[config.mk]
export PLATFORM = sky130hd
export DESIGN_NAME = p2s_stream_tx
export DESIGN_NICKNAME = d
export VERILOG_FILES = /design/src/rtl/p2s_stream_tx.sv
export SDC_FILE = /design/constraint.sdc
export NUM_CORES = 1
export LEC_CHECK = 0
export CORE_AREA = 5 5 85 87
export DETAILED_ROUTE_END_ITERATION = 12
export DIE_AREA = 0 0 90 92
export GPL_TIMING_DRIVEN = 0
export PLACE_DENSITY = 0.88
export SLEW_MARGIN = 15
export SYNTH_ARGS = -nofsm -noshare
export SYNTH_HDL_FRONTEND = slang
export SYNTH_SLANG_ARGS = --single-unit
[constraint.sdc]
create_clock -name clk -period 6.1 [get_ports clk]
set_clock_uncertainty 0.05 [all_clocks]
set_input_delay 0.61 -clock clk [delete_from_list [all_inputs] [get_ports clk]]
set_output_delay 0.61 -clock clk [all_outputs]
set_load 0.01 [all_outputs]
[src/rtl/p2s_stream_tx.sv]
// p2s_stream_tx: SPI-slave transmit with word FIFO, oversampled sck/cs, underrun flag.
// Define P2S_PARITY_EN to append an even-parity bit after each word.
module p2s_stream_tx #(
    parameter int DATA_W     = 14,
    parameter int FIFO_DEPTH = 4,
    parameter int MSB_FIRST  = 1
) (
    input  logic                          clk,
    input  logic                          rstn,
    input  logic                          sck,
    input  logic                          cs,
    input  logic [DATA_W-1:0]             in_data,
    input  logic                          in_valid,
    output logic                          in_ready,
    input  logic                          clr_underrun,
    output logic                          miso,
    output logic                          busy,
    output logic [$clog2(FIFO_DEPTH):0]   fifo_level,
    output logic                          underrun
);
    localparam int AW = $clog2(FIFO_DEPTH);
`ifdef P2S_PARITY_EN
    localparam int WB = DATA_W + 1;
`else
    localparam int WB = DATA_W;
`endif
    localparam int CW = $clog2(WB);
    localparam bit MSB = MSB_FIRST != 0;

    typedef enum logic {IDLE, SHIFT} state_t;

    state_t            state_q, state_d;
    logic [2:0]        sck_q, cs_q;
    logic              sck_fall_q, cs_fall_q, cs_rise_q;
    logic [WB-1:0]     sr_q, sr_d;
    logic [CW-1:0]     cnt_q, cnt_d;
    logic              und_q, und_d;
    logic [AW:0]       wp_q, rp_q;
    logic [DATA_W-1:0] mem_q [FIFO_DEPTH];
    logic [DATA_W-1:0] head;
    logic [WB-1:0]     word;
    logic              load, push, pop, empty;

    assign fifo_level = wp_q - rp_q;
    assign empty      = fifo_level == '0;
    assign in_ready   = ~fifo_level[AW];
    assign push       = in_valid & in_ready;
    assign pop        = load & ~empty;
    assign head       = empty ? '0 : mem_q[rp_q[AW-1:0]];
`ifdef P2S_PARITY_EN
    assign word = MSB ? {head, ^head} : {^head, head};
`else
    assign word = head;
`endif
    assign busy     = state_q == SHIFT;
    assign miso     = busy & (MSB ? sr_q[WB-1] : sr_q[0]);
    assign underrun = und_q;

    // cs resets to the deasserted level so reset release never looks like a frame start
    always_ff @(posedge clk or negedge rstn) begin
        if (!rstn) begin
            sck_q      <= '0;
            cs_q       <= '1;
            sck_fall_q <= 1'b0;
            cs_fall_q  <= 1'b0;
            cs_rise_q  <= 1'b0;
            state_q    <= IDLE;
            sr_q       <= '0;
            cnt_q      <= '0;
            und_q      <= 1'b0;
            wp_q       <= '0;
            rp_q       <= '0;
        end else begin
            sck_q      <= {sck_q[1:0], sck};
            cs_q       <= {cs_q[1:0], cs};
            sck_fall_q <= sck_q[2] & ~sck_q[1];
            cs_fall_q  <= cs_q[2] & ~cs_q[1];
            cs_rise_q  <= ~cs_q[2] & cs_q[1];
            state_q    <= state_d;
            sr_q       <= sr_d;
            cnt_q      <= cnt_d;
            und_q      <= und_d;
            wp_q       <= push ? wp_q + 1'b1 : wp_q;
            rp_q       <= pop ? rp_q + 1'b1 : rp_q;
        end
    end

    always_ff @(posedge clk) begin
        if (push) mem_q[wp_q[AW-1:0]] <= in_data;
    end

    always_comb begin
        state_d = state_q;
        sr_d    = sr_q;
        cnt_d   = cnt_q;
        load    = 1'b0;
        if (state_q == IDLE) begin
            if (cs_fall_q) begin
                state_d = SHIFT;
                load    = 1'b1;
            end
        end else if (cs_rise_q) begin
            state_d = IDLE;
            cnt_d   = '0;
        end else if (sck_fall_q) begin
            load  = cnt_q == CW'(WB - 1);
            cnt_d = load ? '0 : cnt_q + CW'(1);
            sr_d  = MSB ? sr_q << 1 : sr_q >> 1;
        end
        if (load) sr_d = word;
        und_d = (load & empty) | (und_q & ~clr_underrun);
    end
endmodule

# After elaboration in Yosys (flattened, before gate mapping)

Memory sizes are Yosys's and may differ from the RTL's.
Cells that the tools add are included.

Register bits after elaboration: 35
RAM bits: 56
Bits of input ports: 20
Output and inout port bits: 7
Word-level logic and storage cells: 55
Memories: 1

Add/sub/neg operators: 4
Eq/ne operators: 2
Muxes and demuxes: 16
Bitwise gates (word level): 15
Reduce and logical (&&, ||, !) cells: 6

Memory list:

| name  | depth | width | rd ports | clocked after Yosys merged registers in | write ports | line | source |
|---|---|---|---|---|---|---|---|
| mem_q | 4     | 14    | 1        | 0                                       | 1           | 39   | `logic [DATA_W-1:0] mem_q [FIFO_DEPTH];` |

Operators by type and width:

| cell                                           | number |
|---|---|
| two-way mux 14 bit                             | 5 |
| two-way mux 4 bit                              | 3 |
| AND 1 bit                                      | 8 |
| two-way mux 1 bit                              | 8 |
| adder 3 x 1 -> 3 bit (second input constant)   | 2 |
| inverter 1 bit                                 | 6 |
| nonzero test 2 bit                             | 3 |
| adder 4 x 1 -> 4 bit (second input constant)   | 1 |
| == test 4 bit (second input constant)          | 1 |
| logical NOT 3 bit                              | 1 |
| AND reduction 3 bit                            | 1 |
| subtractor 3 bit                               | 1 |
| != test 2 x 1 -> 1 bit (second input constant) | 1 |
| AND reduction 2 bit                            | 1 |
| bitwise OR 1 bit                               | 1 |

# Longest topological paths before layout

Gate-level depths: netlist of run 1.

Word-level depth: 6
Gate-level depth with buffers: 8
Mapped depth without buffers: 7

# Worst setup path before layout of run 1

No wires, ideal clock.

Path kind: reg-to-reg
From: register wp_q[0]
To: memory mem_q[3][0], enable pin
Data arrival time: 1.879 ns
Required time: 5.677 ns
Slack: 3.798 ns
Stages on the path, launching flop included: 6
Cell sequence: dfrtp_1 inv_1 ha_1 fa_1 xnor3_2 and3_1

Word-level cells in the longest chain between the ends: 5

RTL lines:

| item                                    | line | source |
|---|---|---|
| start: declaration                      | 38   | `logic [AW:0] wp_q, rp_q;` |
| start signal: assignment                | 83   | `wp_q <= push ? wp_q + 1'b1 : wp_q;` |
| subtractor 3 bit                        | 44   | `assign fifo_level = wp_q - rp_q;` |
| inverter 1 bit                          | 46   | `assign in_ready = ~fifo_level[AW];` |
| via in_ready                            | 14   | `output logic in_ready,` |
| AND 1 bit                               | 47   | `assign push = in_valid & in_ready;` |
| two-way mux 1 bit                       | 89   | `if (push) mem_q[wp_q[AW-1:0]] <= in_data;` |
| two-way mux 1 bit (implied by the code) | 89   |  |
| end: declaration                        | 39   |  |

The timed path passes the listed nets, and every way through them passes these cells.

# Final worst setup path of run 1

From: register wp_q[0]
To: output port fifo_level[2]

Word-level cells in the longest chain between the ends: 1

RTL lines:

| item             | line | source |
|---|---|---|
| subtractor 3 bit | 44   |  |
| end: declaration | 18   | `output logic [$clog2(FIFO_DEPTH):0] fifo_level,` |

Every way passes these cells.

==> results of run 1 <==
## per-layer routing
layer | vias to the layer above | wire length (um) | GRT usage (%) | part of all wire, %
met5 | - | 0 | 0 | 0
met4 | 0 | 55 | 8.31 | 0.85
met3 | 5 | 248 | 4.01 | 3.8
met2 | 40 | 3400 | 27.1 | 52
met1 | 1038 | 2780 | 21.5 | 43
li1 | 935 | - | - | -
## layout make-up
type | instances | area (um2) | area share [%]
sequential | 91 | 2560 | 60.2
tap | 77 | 96.3 | 2.26
clock inverter | 7 | 100 | 2.35
buffer | 9 | 47.5 | 1.12
inverter | 9 | 33.8 | 0.793
clock buffer | 9 | 124 | 2.91
multi-input combinational | 121 | 1010 | 23.8
timing repair buffer | 27 | 283 | 6.64
## path summary, 6_finish.rpt
| path | startpoint | slack [ns] | to |
|---|---|---|---|
| min in group clk | cs_q[0]$_DFF_PN1_ | 0.31 | cs_q[1]$_DFF_PN1_ |
| max in group asynchronous | rstn | 5.39 | cs_q[2]$_DFF_PN1_ |
| hold reg to reg | cs_q[0]$_DFF_PN1_ | 0.31 | cs_q[1]$_DFF_PN1_ |
| setup / recovery | wp_q[0]$_DFFE_PN0P_ | 2.98 | fifo_level[2] |
| hold / removal | rstn | 0.10 | sr_q[4]$_DFFE_PN0P_ |
| setup reg to reg | wp_q[0]$_DFFE_PN0P_ | 3.48 | mem_q[3][11]$_DFFE_PP_ |
## metrics by stage
stage | std cells | area [um2] | power (mW) | setup slack (ns) | utilization (%)
global route | 350 | 4260 | 2.21 | 2.85 | 67.8
global placement | 333 | 4010 | 1.61 | 3.43 | 63.9
finish | 350 | 4260 | 2.08 | 2.98 | 67.8
floorplan | 230 | 3650 | 1.40 | 3.80 | -
CTS | 350 | 4260 | 2.10 | 2.96 | 67.8
detailed placement | 334 | 4030 | 1.65 | 3.36 | 64.3
## kinds of logic after synthesis
group	after synthesis
XOR/XNOR	6
buffers and inverters	18
adder cells (fa/ha/maj)	9
flip-flops	91
AO/OA/AOI/OAI	24
multiplexers	15
AND/OR/NAND/NOR	67
## power by group
part | internal [mW] | switching (mW)
clock | 0.234 | 0.218
combinational | 0.342 | 0.373
sequential | 0.831 | 0.0870
## state kept, by name (all words and copies together), names as in the netlist
register    flops
sck_fall_q      1
busy            1
underrun        1
wp_q            3
mem_q          56
cs_fall_q       1
cs_q            3
sck_q           3
cnt_q           4
sr_q           14
cs_rise_q       1
rp_q            3
## synthesized netlist by cell type, types with 2 or more instances
library cell  instances
xnor2_1               2
a31oi_1              14
inv_1                 9
xor2_1                3
edfxtp_1             56
dfrtp_1              32
o21ai_0               5
nand3_1              16
nor2b_1               5
o22ai_1               2
ha_1                  8
and3_1                4
nand4b_1              2
and2_1                2
nand3_4               2
nand2_1              20
mux4_2               14
clkbuf_1              5
buf_2                 2
nor2_1               13
dfstp_2               3
## placed cells by master (no fill, tap or decap), drive strengths merged, types with 4 or more instances in the layout
master,netlist,routed
and3,4,4
clkbuf,5,14
edfxtp,56,56
nor2b,5,5
nor2,13,13
nand2,20,20
inv,9,11
a31oi,14,14
ha,8,8
dfrtp,32,32
o21ai,5,5
nand3,18,18
clkdlybuf4s50,0,25
buf,4,6
mux4,14,14
==> flow_metrics.tcl, run 1 <==
set metrics [dict create \
    ir_worst_vdd_mv 0.327 \
    synth_fa_ha_area_share_pct 3.29 \
    dpl.hpwl_um 4290 \
    syn_avg_cell_area_um2 15.9 \
    cpMostUsedCell "inv_1" \
    n_antenna_cell 0 \
    post_cts_buffers 0 \
    place_congestion 0.767 \
    antenna_found_initial 0 \
    finalHoldViolations 0 \
    core_um2 6280 \
    hp-class "in2async" \
    async_flop_share_pct 38.5 \
    drv_cap 0 \
    fmax_mhz 321 \
    via_per_inst 5.77 \
    ys_seq_area_share_pct 70.1 \
    clkTransAtPathRegs_ns 0.09 \
    crit_cells 6 \
    drtIter0Drc 169 \
    critPathKind "reg2out" \
    synth_edf_count 56 \
    path_buf_inv 3 \
    synth_warnings 0 \
    synth.largest_area_cell "edfxtp_1" \
    synth_top_family_by_area "simple AND/OR/NAND/NOR gates" \
    grt_pass1_vias 2124 \
    crit_arrival_ns 2.46 \
    syn-num-nets 259 \
    synth-simple-area-share_pct 9.41 \
    clk_path_buf_depth 2 \
    grt_max_degree 24 \
    cp-end-kind "primary output" \
    area_delta_synth_final_pct 16.5 \
    drt_first_pass_iters 4 \
    leakagePower_nw 1.60 \
    cts_tree "done" \
    initial_core_util_pct 58.2 \
    drc 0 \
    routed_wl_um 6490 \
    synth_area_leaders "edfxtp_1 (46%), dfrtp_1 (22%), mux4_2 (8.6%)" \
    ff2ff_path_depth 5 \
    htreeDepth 3 \
    slowest_stage "clkdlybuf4s50_1" \
    netlist_area_um2 3650 \
    ys.flop_type "edfxtp_1" \
    port_buffers 26 \
    min_period_ns 3.12 \
    chipHeight_um 92 \
    vias 2018 \
    critPathMaxFanout 8 \
    cts_hold_buf 0 \
    whs_ns 0.104 \
    powerDensity_nw_per_um2 490 \
    max_slew_margin_pct 46.6 \
    grt.total_usage_pct 16.8 \
    fin_crit_sh_pct 51.1 \
    rsz0062_at_grt "no" \
    grt_pass1_wl_um 10700 \
    synth_seq_cells 91 \
    clk_latency_ns 0.36 \
    synth.distinct_cells 32 \
    die-area_um2 8280 \
    drive_gt1_share_pct 16.5 \
    clock_sink_count 91 \
    synthXorXnorAreaFrac_pct 1.85 \
    netlist_instances 230 \
    cts_root_buffer "clkbuf_8" \
    slowest_delay_ns 0.54 \
    routedWlPerCell_um 18.5 \
    gr-total-overflow 0 \
    setup-violations-final 0 \
    worstPathRequired_ns 5.44 \
    nFillCells 423 \
    cpLargestDelayFamily "buffers and inverters" \
    synth_top_area_share_pct 46.0 \
    cts_buffers 9 \
    die_x_um 90 \
    startpoint_type "flop" \
    slew_violations 0 \
    outcome "complete, no violations" \
    io_pins 27 \
    post_cts_resized 0 \
    ant_nets 0 \
    synth_compound_area_share_pct 4.11 \
    tightest_slew_ns 0.802 \
    nets 297 \
    synth.area.mux_share_pct 9.04 \
    cp_cell_sequence "inv_1 > ha_1 > fa_1 > xnor3_2 > inv_1 > clkdlybuf4s50_1" \
    fin_setup_tns_ns 0 \
    row_count 29 \
]
(Power assumes the default switching activity.)
==> run 2: changes to the inputs <==
--- a/config.mk
+++ b/config.mk
@@ -5,11 +5,11 @@
 export SDC_FILE = /design/constraint.sdc
 export NUM_CORES = 1
 export LEC_CHECK = 0
-export CORE_AREA = 5 5 85 87
+export CORE_AREA = 5 5 90 92
 export DETAILED_ROUTE_END_ITERATION = 12
-export DIE_AREA = 0 0 90 92
+export DIE_AREA = 0 0 95 97
 export GPL_TIMING_DRIVEN = 0
-export PLACE_DENSITY = 0.88
+export PLACE_DENSITY = 0.83
 export SLEW_MARGIN = 15
 export SYNTH_ARGS = -nofsm -noshare
 export SYNTH_HDL_FRONTEND = slang
==> constraint.sdc (replaced) <==
create_clock -name clk -period 2.7 [get_ports clk]
set_clock_uncertainty 0.05 [all_clocks]
set_input_delay 0.27 -clock clk [delete_from_list [all_inputs] [get_ports clk]]
set_output_delay 0.27 -clock clk [all_outputs]
set_load 0.01 [all_outputs]
==> run 2 against run 1 <==
  * Critical path depth unchanged
  * Worst hold slack better by 0.092 ns
  * Die area rose by 11%
  * Critical path type unchanged
  * Largest cell class unchanged
  * Highest routed layer unchanged
==> flow_metrics.tcl, run 2 (synthesized netlist as in run 1, its figures left out) <==
set metrics [dict create \
    finalHoldViolations 0 \
    critPathKind "reg2out" \
    gr-total-overflow 0 \
    drtIter0Drc 72 \
    clkTransAtPathRegs_ns 0.09 \
    ant_nets 0 \
    r2r_slack_ns 0.16 \
    fmax_mhz 385 \
    grt_max_degree 34 \
    vias 2037 \
    ff2ff_path_depth 6 \
    routed_wl_um 6540 \
    cts_root_buffer "clkbuf_8" \
    mostFrequentLayoutCell "edfxtp_1" \
    worstPathRequired_ns 2.38 \
    die_x_um 95 \
    rsz0062_at_grt "no" \
    slew_violations 0 \
    slowest_delay_ns 0.52 \
    htreeDepth 3 \
    dpl.hpwl_um 4390 \
    die-area_um2 9220 \
    antenna_found_initial 0 \
    n_antenna_cell 0 \
    startpoint_type "flop" \
    fin_crit_sh_pct 96.3 \
    place_area_um2 4050 \
    drt_first_pass_iters 4 \
    multi_input_area_um2 1010 \
    drive_gt1_share_pct 17.0 \
    fin_setup_tns_ns 0 \
    seqCellArea_um2 2560 \
    crit_arrival_ns 2.28 \
    outcome "complete, no violations" \
    routedWlPerCell_um 17.4 \
    critPathMaxFanout 5 \
    core_um2 7140 \
    path_buf_inv 3 \
    final_area_um2 4270 \
    grt_pass1_wl_um 10900 \
    clk_path_buf_depth 2 \
    reg2reg_to "mem_q[1][9]$_DFFE_PP_" \
    tightest_slew_ns 0.819 \
    clk_latency_ns 0.37 \
    drv_cap 0 \
    cts_tree "done" \
    slowest_stage "clkdlybuf4s50_1" \
    cp_cell_sequence "inv_1 > ha_1 > fa_2 > xnor3_2 > inv_1 > clkdlybuf4s50_1" \
    cpLargestDelayFamily "buffers and inverters" \
    final_cell_mix "edfxtp_1 (56), dfrtp_1 (32), clkdlybuf4s50_1 (25), nand2_1 (20), nand3_1 (16)" \
    nets 300 \
    grt.total_usage_pct 15.8 \
    via_per_inst 5.43 \
    ir_worst_vdd_mv 0.443 \
    setup-violations-final 0 \
    largest_register_ffs 56 \
    min_period_ns 2.60 \
    r2r-start "wp_q[0]$_DFFE_PN0P_" \
    cp-end-kind "primary output" \
    cpMostUsedCell "inv_1" \
    drc 0 \
    grt_pass1_vias 2153 \
    place_congestion 0.784 \
    nFillCells 544 \
    powerDensity_nw_per_um2 1080 \
    leakagePower_nw 1.59 \
    row_count 31 \
    area_delta_synth_final_pct 16.8 \
    initial_core_util_pct 51.2 \
    max_slew_margin_pct 45.4 \
    chipHeight_um 97 \
    io_pins 27 \
    hp-class "in2async" \
    cts_buffers 9 \
    port_buffers 26 \
    clock_sink_count 91 \
]
==> run 2: worst register-to-register path, delay by kind of cell (launching register included) <==
kind / cells / cell delay, ns
adder cells (fa/ha/maj): 2 / 0.59
AND/OR/NAND/NOR: 1 / 0.65
buffers and inverters: 2 / 0.25
flip-flops: 1 / 0.36
XOR/XNOR: 1 / 0.28
==> run 2: timing repair <==
item / CTS / global route
hold buffers: 1 / 0
endpoints found under the setup margin: 6 / 1
resized for setup: 1 / 0
endpoints found under the hold margin: 32 / 0
gates cloned: 0 / 0
buffers inserted: 1 / 1
==> run 2: final cells by class <==
| cell class | instances | area share (%) |
|---|---|---|
| sequential | 91 | 60.0 |
| multi-input combinational | 121 | 23.8 |
| timing repair buffer | 30 | 7.04 |
| clock buffer | 10 | 2.99 |
| tap | 99 | 2.90 |
| clock inverter | 6 | 1.38 |
| buffer | 9 | 1.11 |
| inverter | 9 | 0.792 |
==> run 2: per-stage QoR <==
stage          worst slack [ns]  total power [mW]  util (%)  cells  hold WS [ns]
5_1_grt                  0.0196              4.88      59.8    375         0.197
3_3_place_gp              0.114              3.63      56.6    355         0.289
3_5_place_dp            0.00368              3.72      56.8    356        0.0429
6_report                  0.100              4.59      59.8    375         0.196
2_1_floorplan             0.398              3.16         -    230       -0.0756
4_1_cts                  0.0214              4.64      59.7    374         0.192
==> run 2: metal layers <==
metal | part of all wire, % | GRT usage (%) | up-vias
met4 | 2.0 | 6.66 | 0
met1 | 42 | 20.4 | 1039
met5 | 0 | 0 | -
li1 | - | - | 940
met2 | 52 | 24.6 | 47
met3 | 4.3 | 4.73 | 11
==> run 2: how the worst max path moves through the flow <==
| stage | slack, ns | endpoint | startpoint | cells after the start |
|---|---|---|---|---|
| after detailed placement | 0.004 | mem_q[3][8]$_DFFE_PP_ | wp_q[0]$_DFFE_PN0P_ | 5 |
| after global placement | 0.11 | mem_q[3][6]$_DFFE_PP_ | wp_q[0]$_DFFE_PN0P_ | 5 |
| after floorplan | 0.40 | mem_q[3][0]$_DFFE_PP_ | wp_q[0]$_DFFE_PN0P_ | 5 |
| after global routing | 0.02 | fifo_level[2] | wp_q[0]$_DFFE_PN0P_ | 6 |
| final | 0.1 | fifo_level[2] | wp_q[0]$_DFFE_PN0P_ | 6 |
| after CTS | 0.02 | fifo_level[2] | wp_q[0]$_DFFE_PN0P_ | 6 |
==> run 2: power by group <==
part | total, mW | internal (mW) | switching, mW | leakage (nW)
sequential | 2.07 | 1.88 | 0.195 | 0.917
combinational | 1.66 | 0.814 | 0.845 | 0.583
clock | 0.862 | 0.354 | 0.508 | 0.0906
==> run 3: changes to the inputs <==
--- a/config.mk
+++ b/config.mk
@@ -6,6 +6,7 @@
 export NUM_CORES = 1
 export LEC_CHECK = 0
 export CORE_AREA = 5 5 90 92
+export CTS_CLUSTER_DIAMETER = 40
 export DETAILED_ROUTE_END_ITERATION = 12
 export DIE_AREA = 0 0 95 97
 export GPL_TIMING_DRIVEN = 0
==> results of run 3 <==
The final DEF is identical to that of run 2; final timing and power are the same.
==> RTL edit, RTL diff (flow settings as in run 2) <==
The parameter `DATA_W` goes from 14 to 7.
--- a/src/rtl/p2s_stream_tx.sv
+++ b/src/rtl/p2s_stream_tx.sv
@@ -2,5 +2,5 @@
 // Define P2S_PARITY_EN to append an even-parity bit after each word.
 module p2s_stream_tx #(
-    parameter int DATA_W     = 14,
+    parameter int DATA_W     = 7,
     parameter int FIFO_DEPTH = 4,
     parameter int MSB_FIRST  = 1
Ports: changed (resized in_data); port bits go from 27 to 20. No check against the original RTL was run, so the function may have changed too.
==> RTL edit against run 2 <==
Sequential cell count down 36. Cell count shrank 26%. Fmax rose by 1.2%. Worst setup slack better by 0.031 ns. Wire length decreased by 43%. Total power shrank 36%. Critical path depth stayed put. Area after synthesis is 38% lower. Final area fell by 37%. Critical endpoint unchanged. Highest routed layer unchanged.
==> RTL edit: results (changes against run 2) <==
{| class="wikitable"
! Metric !! Value
|-
| Status || complete, no violations
|-
| IR drop worst, VDD || 0.377 mV (-15%)
|-
| Number of enable-type register cells in the synthesized netlist || 28 (-50%)
|-
| Skew-Pair Late Insertion Delay || 0.29 ns (-0.08 ns)
|-
| Cts bufs inserted || 5 (-4)
|-
| Nets@finish || 199 (-34%)
|-
| Fmax || 389 MHz (+1.2%)
|-
| Placement-stage worst setup slack || 0.154 ns (+0.150 ns)
|-
| Total area of multi-input combinational cells || 716 um^2 (-29%)
|-
| First-pass iteration count of the detailed router || 4 (unchanged)
|-
| Multi-input logic cell count || 84 (-31%)
|-
| Worst min-delay path class || flop to flop
|-
| Area contributors post-synth || sky130_fd_sc_hd__edfxtp_1, sky130_fd_sc_hd__dfrtp_1, sky130_fd_sc_hd__mux4_2
|-
| Flip-flop and latch area || 1520 um^2 (-41%)
|-
| Layout clock buffers || 6 (-4)
|-
| Max reg flops || 28 (-50%)
|-
| Total nets after synthesis || 171 (-34%)
|-
| Gp weighted congestion || 0.720 (-8.1%)
|-
| Clock network contribution to total cell area || 3.16% (-1.2 points)
|-
| H-tree lvl count || 2 (-1)
|-
| First DRT Iteration DRCs || 46 (-36%)
|-
| Post-route DRC violation count || 0 (unchanged)
|-
| R2R Setup Slk || 0.44 ns (+0.28 ns)
|-
| Wire length of the first global-routing pass || 6270 um (-43%)
|-
| Worst reg2reg path depth || 8 (+2)
|-
| Non-clock buffer area fraction after layout || 7.99% (-0.16 points)
|-
| Fillers || 714 (+31%)
|-
| Via count || 1,277 (-37%)
|-
| IO Port Bufs || 19 (-27%)
|-
| Tot GR Track Use || 8.82% (-7.0 points)
|-
| # clock sinks || 55 (-40%)
|-
| Max FO, Critical Path || 4 (-1)
|-
| Share of async-settable or async-resettable flops after synthesis || 49.1% (+11 points)
|-
| Final hold slack || 0.307 ns (+0.111 ns)
|-
| Terminus of the critical flop-to-flop path || rp_q[1]
|-
| Static leakage power || 0.00100 uW (-37%)
|-
| Category of the worst setup path launch point || flop
|-
| Count of plain and timing-repair buffers || 24 (-38%)
|-
| Avg WL per Cell || 13.3 um (-24%)
|-
| Slew at the pin closest to its max-slew limit || 0.579 ns (-0.240 ns)
|-
| CP max-delay cell || sky130_fd_sc_hd__clkdlybuf4s50_1
|-
| Fraction of final layout cells with drive strength greater than 1 || 17.2% (+0.19 points)
|-
| Largest net degree at the start of global routing || 28 (-18%)
|-
| Proportion of synthesized chip area in sequential cells || 66.6% (-3.5 points)
|-
| Total half-perimeter wirelength after legalization and detailed placement || 2710 um (-38%)
|-
| Start point of the worst min-delay path || sck_q[0]
|-
| Critical path arrival || 2.25 ns (-0.03 ns)
|-
| Netlist area before placement || 2280 um^2 (-38%)
|-
| Commonest cells post-synth || sky130_fd_sc_hd__edfxtp_1, sky130_fd_sc_hd__dfrtp_1, sky130_fd_sc_hd__nand2_1
|}
RTL edit: cell count changes after synthesis, moves of 5 or more:
cell / delta
sky130_fd_sc_hd__mux4_2: -7
sky130_fd_sc_hd__nand2_1: -9
sky130_fd_sc_hd__edfxtp_1: -28
sky130_fd_sc_hd__a31oi_1: -8
sky130_fd_sc_hd__nor2_1: -5
sky130_fd_sc_hd__nand3_1: -8
sky130_fd_sc_hd__dfrtp_1: -8
RTL edit: worst register-to-register path: cells and delay by family, from the launching register on:
family	cells	cell delay, ns
xor gates and xnor gates	1	0.26
muxes	1	0.31
DFF	1	0.40
adders and majority gates	2	0.63
and+or+nand+nor	2	0.25
buffers and inverters	2	0.26
RTL edit: kinds of logic after synthesis:
group	Yosys count	synth area share (%)
fa+ha+maj	7	4.17
compound gates	21	6.47
flops	55	66.6
buf+inv	12	2.03
mux	8	7.57
simple gates	43	10.6
xor+xnor	5	2.58
RTL edit: power breakdown:
| group | switching (uW) | internal, uW |
|---|---|---|
| combinational | 637 | 620 |
| sequential | 131 | 1120 |
| clock | 241 | 182 |
| total | 1010 | 1920 |
RTL edit: per-layer routing:
metal,track usage (%),up-vias,share of wire [%]
met5,0,-,0
met4,3.00,0,1.5
met3,2.72,6,4.1
met2,14.8,23,53
met1,10.6,643,41
li1,-,605,-
RTL edit: what timing repair did:
item / CTS / global route
hold buffers: 0 / 1
pin swaps: 1 / 0
endpoints found under the hold margin: 0 / 24
setup buffers: 1 / 0
endpoints found under the setup margin: 2 / 1
resized for setup: 0 / 1
RTL edit: per-stage QoR:
step	power (uW)	util (%)	instance area, um^2	std cells
floorplan	2080	-	2280	151
global placement	2460	36.4	2600	269
detailed placement	2520	36.4	2600	269
CTS	2970	37.7	2690	278
global route	3150	37.7	2690	279
finish	2930	37.7	2690	279
